$ cat src/rtl/fifo_rd_stream.sv
// Read-side drain stage for the async FIFO. It pops the FIFO, absorbs the one-cycle read
// latency, and presents the words as a valid/ready stream through a 2-entry skid buffer.
module fifo_rd_stream #(
   parameter int unsigned DATA_WIDTH = 8,
   parameter int unsigned CNT_WIDTH  = 16
) (
   input  logic                  rclk,
   input  logic                  rrst_n,
   input  logic                  fifo_empty,
   input  logic [DATA_WIDTH-1:0] fifo_data_out,
   output logic                  fifo_r_en,
   output logic                  m_valid,
   input  logic                  m_ready,
   output logic [DATA_WIDTH-1:0] m_data,
   input  logic                  flush,
   output logic [CNT_WIDTH-1:0]  rd_count
);

   logic [1:0]            occ_q, occ_d;
   logic                  inflight_q, inflight_d;
   logic                  drop_q, drop_d;
   logic                  head_q, head_d;
   logic                  tail_q, tail_d;
   logic [DATA_WIDTH-1:0] mem_q [2];
   logic [DATA_WIDTH-1:0] mem_d [2];
   logic [DATA_WIDTH-1:0] m_data_q, m_data_d;
   logic [CNT_WIDTH-1:0]  rd_count_q, rd_count_d;

   logic                  pop;
   logic                  cap;
   logic [2:0]            committed;

   always_comb begin
      pop       = (occ_q != 2'd0) & m_ready;
      cap       = inflight_q & ~drop_q & ~flush;
      // Words buffered or in flight that will still be held after this cycle's handshake.
      committed = {1'b0, occ_q} + {2'b00, inflight_q} - {2'b00, pop};
      fifo_r_en = rrst_n & ~flush & ~fifo_empty & (committed < 3'd2);

      occ_d      = occ_q;
      head_d     = head_q;
      tail_d     = tail_q;
      mem_d      = mem_q;
      inflight_d = fifo_r_en;
      drop_d     = flush & inflight_q;
      rd_count_d = rd_count_q + CNT_WIDTH'(pop);

      if (flush) begin
         occ_d  = '0;
         head_d = 1'b0;
         tail_d = 1'b0;
      end else begin
         if (cap) begin
            mem_d[tail_q] = fifo_data_out;
            tail_d        = ~tail_q;
         end
         head_d = head_q ^ pop;
         occ_d  = occ_q + {1'b0, cap} - {1'b0, pop};
      end

      // Output word is registered so it holds its last value once the buffer drains.
      m_data_d = (occ_d != 2'd0) ? mem_d[head_d] : m_data_q;
   end

   always_ff @(posedge rclk) begin
      if (!rrst_n) begin
         occ_q      <= '0;
         inflight_q <= 1'b0;
         drop_q     <= 1'b0;
         head_q     <= 1'b0;
         tail_q     <= 1'b0;
         mem_q[0]   <= '0;
         mem_q[1]   <= '0;
         m_data_q   <= '0;
         rd_count_q <= '0;
      end else begin
         occ_q      <= occ_d;
         inflight_q <= inflight_d;
         drop_q     <= drop_d;
         head_q     <= head_d;
         tail_q     <= tail_d;
         mem_q      <= mem_d;
         m_data_q   <= m_data_d;
         rd_count_q <= rd_count_d;
      end
   end

   assign m_valid  = (occ_q != 2'd0);
   assign m_data   = m_data_q;
   assign rd_count = rd_count_q;

endmodule

$ cat config.mk
export PLATFORM = sky130hd
export DESIGN_NAME = fifo_rd_stream
export DESIGN_NICKNAME = d
export VERILOG_FILES = /design/src/rtl/fifo_rd_stream.sv
export SDC_FILE = /design/constraint.sdc
export NUM_CORES = 1
export LEC_CHECK = 0
export CAP_MARGIN = 10
export CORE_AREA = 10 10 115 75
export DETAILED_ROUTE_END_ITERATION = 16
export DIE_AREA = 0 0 125 85
export GPL_TIMING_DRIVEN = 1
export PLACE_DENSITY = 0.53
export SKIP_LAST_GASP = 1
export SLEW_MARGIN = 20
export SYNTH_ARGS = -nofsm -noshare
export SYNTH_HDL_FRONTEND = slang
export SYNTH_SLANG_ARGS = --single-unit
$ cat constraint.sdc
create_clock -name rclk -period 4.4 [get_ports rclk]
set_input_delay 0.44 -clock rclk [delete_from_list [all_inputs] [get_ports rclk]]
set_output_delay 0.44 -clock rclk [all_outputs]
set_load 0.01 [all_outputs]
* After elaboration in Yosys (flattened, before gate mapping)
Index checks and enable logic that the tools add are counted.
** Word-level totals
- Bits of input ports :: 13
- Output and inout port bits :: 26
- Logic and storage cells :: 47
- Bits in registers :: 46
** Operators by class
- Reduce and logical (&&, ||, !) cells :: 4
- Order comparisons :: 4
- Mux-type cells :: 10
- Add/subtract/negate cells :: 5
- Bitwise gates (word level) :: 15
** Operators with widths (count)
- 16-bit two-way mux :: 2
- 8-bit two-way mux :: 4
- 16-bit by 1-bit adder with 16-bit output :: 1
- 16-bit bitwise mux :: 1
- 8-bit demux with 1-bit select :: 1
- 1-bit AND :: 7
- 1-bit NOT :: 5
- 2-bit >= comparator, second input constant :: 2
- 1-bit NOT with 2-bit output :: 2
- 2-bit nonzero test :: 2
- 2-bit by 1-bit adder with 3-bit output :: 1
- 3-bit by 2-bit < comparator with 1-bit output, second input constant :: 1
- 3-bit by 1-bit subtractor with 3-bit output :: 1
- 2-bit by 1-bit adder with 2-bit output :: 1
- 2-bit by 1-bit < comparator with 1-bit output, second input constant :: 1
- 2-bit two-way mux :: 1
- 2-bit OR reduction :: 1
- 2-bit by 1-bit subtractor with 2-bit output :: 1
- 1-bit logical AND :: 1
- 1-bit two-way mux :: 1
- 1-bit XOR :: 1

* Depth between registers and ports, before layout
- Depth in word-level cells :: 11
- Mapped depth :: 9
- Gate-level depth less buffers :: 8

* Worst setup path after synthesis
No wires, ideal clock.
- Path kind :: input to register
- Start :: input port flush
- End :: register m_data_q[6] (netlist: m_data[6])
- Arrival :: 2.201 ns
- Data required time :: 4.283 ns
- Path slack :: 2.081 ns
- Stages :: 9
- Path through :: or3b_1 > clkbuf_1 > ha_1 > inv_1 > ha_1 > xor3_1 > nor2_1 > nor2_1 > a32o_1
** On the way
- Word-level cells in the longest chain between the ends :: 7
- Elaborated cells between the ends (all ways) :: 13
- Those cells by class :: add/sub (2); mux (7); bitwise (3); reduce/logical (1)
** RTL lines
- start, declared :: line 15 : input logic flush,
- branches (longest 7 deep; another with 2-bit by 1-bit adder with 2-bit output)
- end signal, assigned :: line 83 : m_data_q <= m_data_d;
- end, declared :: line 26 : logic [DATA_WIDTH-1:0] m_data_q, m_data_d;
Parallel ways; which one is timed is not known. The select of a mux whose other input is x is not followed.
A chain may end at the register's enable or synchronous reset.

* Worst setup path in the final report
- Start :: input port m_ready
- End :: output port fifo_r_en
** On the way
- Word-level cells in the longest chain between the ends :: 4
** RTL lines
- start, declared :: line 13 : input logic m_ready,
- 1-bit AND :: line 34 : pop = (occ_q != 2'd0) & m_ready;
- 3-bit by 1-bit subtractor with 3-bit output :: line 37 : committed = {1'b0, occ_q} + {2'b00, inflight_q} - {2'b00, pop};
- 3-bit by 2-bit < comparator with 1-bit output :: line 38 : fifo_r_en = rrst_n & ~flush & ~fifo_empty & (committed < 3'd2);
- 1-bit AND :: line 38
- end, declared :: line 11 : output logic fifo_r_en,
Every way passes these cells.

==> results.md <==
- The flow ran to the end, and the final reports show no timing, DRC or antenna violations.
- The required arrival time at the worst endpoint is 3.96 ns.
- Buffers added to address setup during post-CTS repair amount to 0.
- The half-perimeter wire length of the detailed placement result is approximately 4000 microns.
- Dividing the synthesized area by the synthesized cell count gives 8.945 sq um.
- After detailed routing, the number of vias per cell comes to 4.736.
- The overall via count from detail_route is 1705.
- The post-placement setup slack is approximately 1.1 ns.
- At the later pin of the worst-skew pair, clock insertion delay measures 0.29 ns.
- The sequential cell area fraction in the yosys report is 0.4381.
- The synthesis-stage register bit count is 46.
- Entering global routing, the biggest net connects 32 pins.
- The number of routed nets with antenna violations is 0.
- The max-slew violation count was 0.
- Setup repair after global routing left no endpoint under its margin.
- The number of remaining DRC errors is 0.
- The post-layout minimum cycle time is about 3.2 ns.
- The setup slack on the worst flop-to-flop path is 1.72 ns.
- The area occupied by multi-input gates is between 0.001 and 0.0015 sq mm.
- 39 I/O pins were placed.
- The total number of clock tree sinks is 46.
- The longest clock path from root to sink contains 2 buffers.
- Routability-driven placement finished with a final weighted congestion of 0.7408.
- The number of antenna violations at the first check in global routing came to 0.
- From left edge to right edge, the die measures 125 microns.
- The final number of setup-violating endpoints is 0.
- The initial cell density of the core is 0.3204.
- The first detailed-routing pass took 4 iterations.
- The type of the setup path with the least slack is in -> out.
- The critical-path maximum fanout is 5.
- The signal on the critical path passes through clkdlybuf4s50_1 > o21a_1 > nor2b_1 > fa_1 > xor2_1 > nor4b_1 > clkdlybuf4s50_1.
- The data arrival time of the critical path is around 2.8 ns.
- Synthesis produced a netlist with a net count of roughly 250.
- Derived from the worst setup path, the maximum achievable clock frequency is around 310 MHz.
- The beginning of the critical path is m_ready.
- The layout overhead on the synthesized area is 26.90%.
- The die area is around 0.011 sq mm.
- The critical path runs through a total of 7 cells.
- The clock input transition at the sequential cells of the worst setup and hold paths is 0.09 ns.
- In this run the clock root is driven by a sky130_fd_sc_hd__clkbuf_8.
- The overflow left after global routing is 0.
- Across the routed clock network, the largest skew measured is ~0.0067 ns.
- Of all flip-flops after synthesis, the portion carrying an async set or reset was 0.
- The worst register-to-register path begins at inflight_q$_SDFF_PN0_.
- The post-CTS resize count is 0.
- The number of hold violations in the final report is 0.
- The number of antenna repair diodes is 0.
- Registers take 920.9 sq um.
- In the synthesized netlist the dominant register cell turns out to be sky130_fd_sc_hd__dfxtp_1.
- TritonCTS built the clock tree.
- After filler insertion, the fill cell instance count of the layout stands at 674.
- For this design, the CTS-stage hold fixing added 0 buffers.
- The setup TNS is 0 ns.
- The worst setup path is captured at an output pin.
- The least setup slack across all paths after layout is between 1 and 1.5 ns.
- The die is 85 microns tall.
- After detailed routing, the average wire length per cell comes to about 15 microns.
- In this run the worst setup path terminates at fifo_r_en.
- The worst reg-to-reg path cell count is 8.
- For this block, the initial DRC count from the detailed router was about 150.
- VDD sags by at most 0.1124 mV.
- The via count of the first global-routing pass came to 1612.
- The power density of the placed cells is 270.0 mW/mm^2.
- The number of H-tree levels is 2.
- The cell area after synthesis is about 0.0021 sq mm.
- The global-route wire length before repair is slightly below 9000 microns.
- Broken down by cell family, the worst path's largest delay share belongs to buffers and inverters.
- The total clock buffers created by CTS is 5.
- In the global route stage, overall resource usage came out at 0.1011.
- The slowest stage of the critical path is the sky130_fd_sc_hd__clkdlybuf4s50_1 cell.
- The overall routed net length is 5393 microns.
- The Yosys warning count is 0.
- Row generation in the floorplan step produced 23 rows.
- The worst setup path is launched from a primary input.
- The final net count is approximately 290.
- Of the available clock period, the critical path in the final layout requires 0.7239.
- In this run the static leakage power is 0.9744 nW.
- The number of enable-type register cells in the synthesized netlist is 0.
- The area of the core is around 0.0066 sq mm.
- The actual transition at the worst max-transition pin is 1.016 ns.
- The fraction of layout cells with a size suffix above 1 is 0.05128.
- The most used cell along the critical path is sky130_fd_sc_hd__clkdlybuf4s50_1.
- Synthesis handed over a netlist of 235 instances.
- For this run, the slowest stage of the critical path takes 0.60 ns.
- The tool flagged a number of max-cap violations equal to 0.
- The worst hold-check path type is reg -> reg.
- Measured against its own limit, the worst slew margin works out to 0.3220.
- The endpoint identified for the worst register-to-register timing path is m_data[7]$_SDFFE_PN0P_.
- The number of buffers and inverters on the critical path is 2.
- The distinct cell type count of the synthesized netlist is 37.
- The number of port buffers is 38.
[cell usage after synthesis, types with 2 or more instances]
cell type / n / area [sq um]
sky130_fd_sc_hd__nor2_1: 51 / 191.4
sky130_fd_sc_hd__dfxtp_1: 46 / 920.9
sky130_fd_sc_hd__nand2_1: 29 / 108.9
sky130_fd_sc_hd__mux2i_1: 16 / 160.2
sky130_fd_sc_hd__a21oi_1: 11 / 55.05
sky130_fd_sc_hd__xnor2_1: 10 / 87.58
sky130_fd_sc_hd__a32o_1: 8 / 80.08
sky130_fd_sc_hd__clkbuf_1: 6 / 22.52
sky130_fd_sc_hd__inv_1: 6 / 22.52
sky130_fd_sc_hd__nand3_1: 6 / 30.03
sky130_fd_sc_hd__xor2_1: 5 / 43.79
sky130_fd_sc_hd__ha_1: 4 / 50.05
sky130_fd_sc_hd__nor3_1: 4 / 20.02
sky130_fd_sc_hd__nor2b_1: 3 / 18.77
sky130_fd_sc_hd__and2_1: 2 / 12.51
sky130_fd_sc_hd__and3_1: 2 / 12.51
sky130_fd_sc_hd__buf_2: 2 / 10.01
sky130_fd_sc_hd__nor4_1: 2 / 12.51
sky130_fd_sc_hd__nor4b_1: 2 / 17.52
sky130_fd_sc_hd__o21a_1: 2 / 15.01
sky130_fd_sc_hd__or3_1: 2 / 12.51
[worst reg2reg max path, delay by kind of cell, from the launching register on]
kind                       cells  cell delay [ns]
adders and majority gates      2             0.54
xor gates and xnor gates       1             0.22
AOI/OAI and AO/OA              1             0.26
and+or+nand+nor                3             1.12
buffers and inverters          1             0.04
DFF                            1             0.44
[metrics by stage]
step / area (sq um) / hold WS (ns) / utilization / power (mW) / cells
CTS: 2668 / 0.4600 / 0.4066 / 0.7269 / 360
global placement: 2574 / 0.4439 / 0.3923 / 0.4822 / 352
finish: 2668 / 0.4613 / 0.4066 / 0.7201 / 360
detailed placement: 2589 / 0.4482 / 0.3945 / 0.4820 / 353
global route: 2668 / 0.4807 / 0.4066 / 0.7583 / 360
floorplan: 2102 / 0.4367 / - / 0.4557 / 235
[cell type report]
type,count,share of cell area
clock buffer,5,0.02580
clock inverter,2,0.003752
inverter,6,0.008443
multi-input combinational,175,0.4278
sequential,46,0.3452
tap,87,0.04081
timing repair buffer,39,0.1482
[report_power, final]
| group | leakage [nW] | switching, mW | internal, mW | total [mW] |
|---|---|---|---|---|
| combinational | 0.560 | 0.0279 | 0.0222 | 0.0502 |
| clock | 0.0438 | 0.141 | 0.107 | 0.248 |
| sequential | 0.371 | 0.00286 | 0.419 | 0.422 |
[worst min path at each step]
stage                                 to                 start  cells after the start  slack, ns
floorplan           mem_q[10]$_SDFF_PN0_  mem_q[10]$_SDFF_PN0_                      2       0.44
global placement    mem_q[11]$_SDFF_PN0_  mem_q[11]$_SDFF_PN0_                      2       0.44
detailed placement  mem_q[11]$_SDFF_PN0_  mem_q[11]$_SDFF_PN0_                      2       0.45
CTS                 mem_q[11]$_SDFF_PN0_  mem_q[11]$_SDFF_PN0_                      2       0.46
global route        mem_q[13]$_SDFF_PN0_  mem_q[13]$_SDFF_PN0_                      2       0.48
finish               mem_q[8]$_SDFF_PN0_   mem_q[8]$_SDFF_PN0_                      2       0.46
[cell families after synthesis]
| kind of cell | after synthesis | synth area share |
|---|---|---|
| buf+inv | 14 | 0.02619 |
| fa+ha+maj | 5 | 0.03333 |
| flops | 46 | 0.4381 |
| xor+xnor | 16 | 0.07381 |
| mux | 17 | 0.08690 |
| simple gates | 112 | 0.2565 |
| compound gates | 25 | 0.08512 |
[routing by layer]
layer  track usage  vias up  part of all wire
met3       0.03540        5             0.072
met5             0        -                 0
met4       0.03125        0            0.0082
met1        0.1416      785              0.52
met2        0.1400       38              0.40
li1              -      877                 -
[registers in the layout, summed over array words and instances, names as in the netlist]
| signal | cells |
|---|---|
| tail_q | 1 |
| inflight_q | 1 |
| head_q | 1 |
| m_data | 8 |
| occ_q | 2 |
| mem_q | 16 |
| rd_count | 16 |
| drop_q | 1 |
[layout by cell type, fill, tap and decap left out, types with 2 or more instances in the layout]
cell | synthesis | final
sky130_fd_sc_hd__xor2_1 | 5 | 5
sky130_fd_sc_hd__clkinv_2 | 0 | 2
sky130_fd_sc_hd__xnor2_1 | 10 | 10
sky130_fd_sc_hd__nand3_1 | 6 | 6
sky130_fd_sc_hd__nand2_1 | 29 | 29
sky130_fd_sc_hd__and3_1 | 2 | 2
sky130_fd_sc_hd__or3_1 | 2 | 2
sky130_fd_sc_hd__ha_1 | 4 | 4
sky130_fd_sc_hd__inv_1 | 6 | 6
sky130_fd_sc_hd__nor4_1 | 2 | 2
sky130_fd_sc_hd__o21a_1 | 2 | 2
sky130_fd_sc_hd__a21oi_1 | 11 | 11
sky130_fd_sc_hd__nor2b_1 | 3 | 3
sky130_fd_sc_hd__clkdlybuf4s50_1 | 0 | 38
sky130_fd_sc_hd__a32o_1 | 8 | 8
sky130_fd_sc_hd__nor3_1 | 4 | 4
sky130_fd_sc_hd__nor4b_1 | 2 | 2
sky130_fd_sc_hd__and2_1 | 2 | 2
sky130_fd_sc_hd__nor2_1 | 51 | 51
sky130_fd_sc_hd__mux2i_1 | 16 | 16
sky130_fd_sc_hd__clkbuf_8 | 0 | 5
sky130_fd_sc_hd__dfxtp_1 | 46 | 46
No activity file was read; power rests on OpenSTA's default activity.
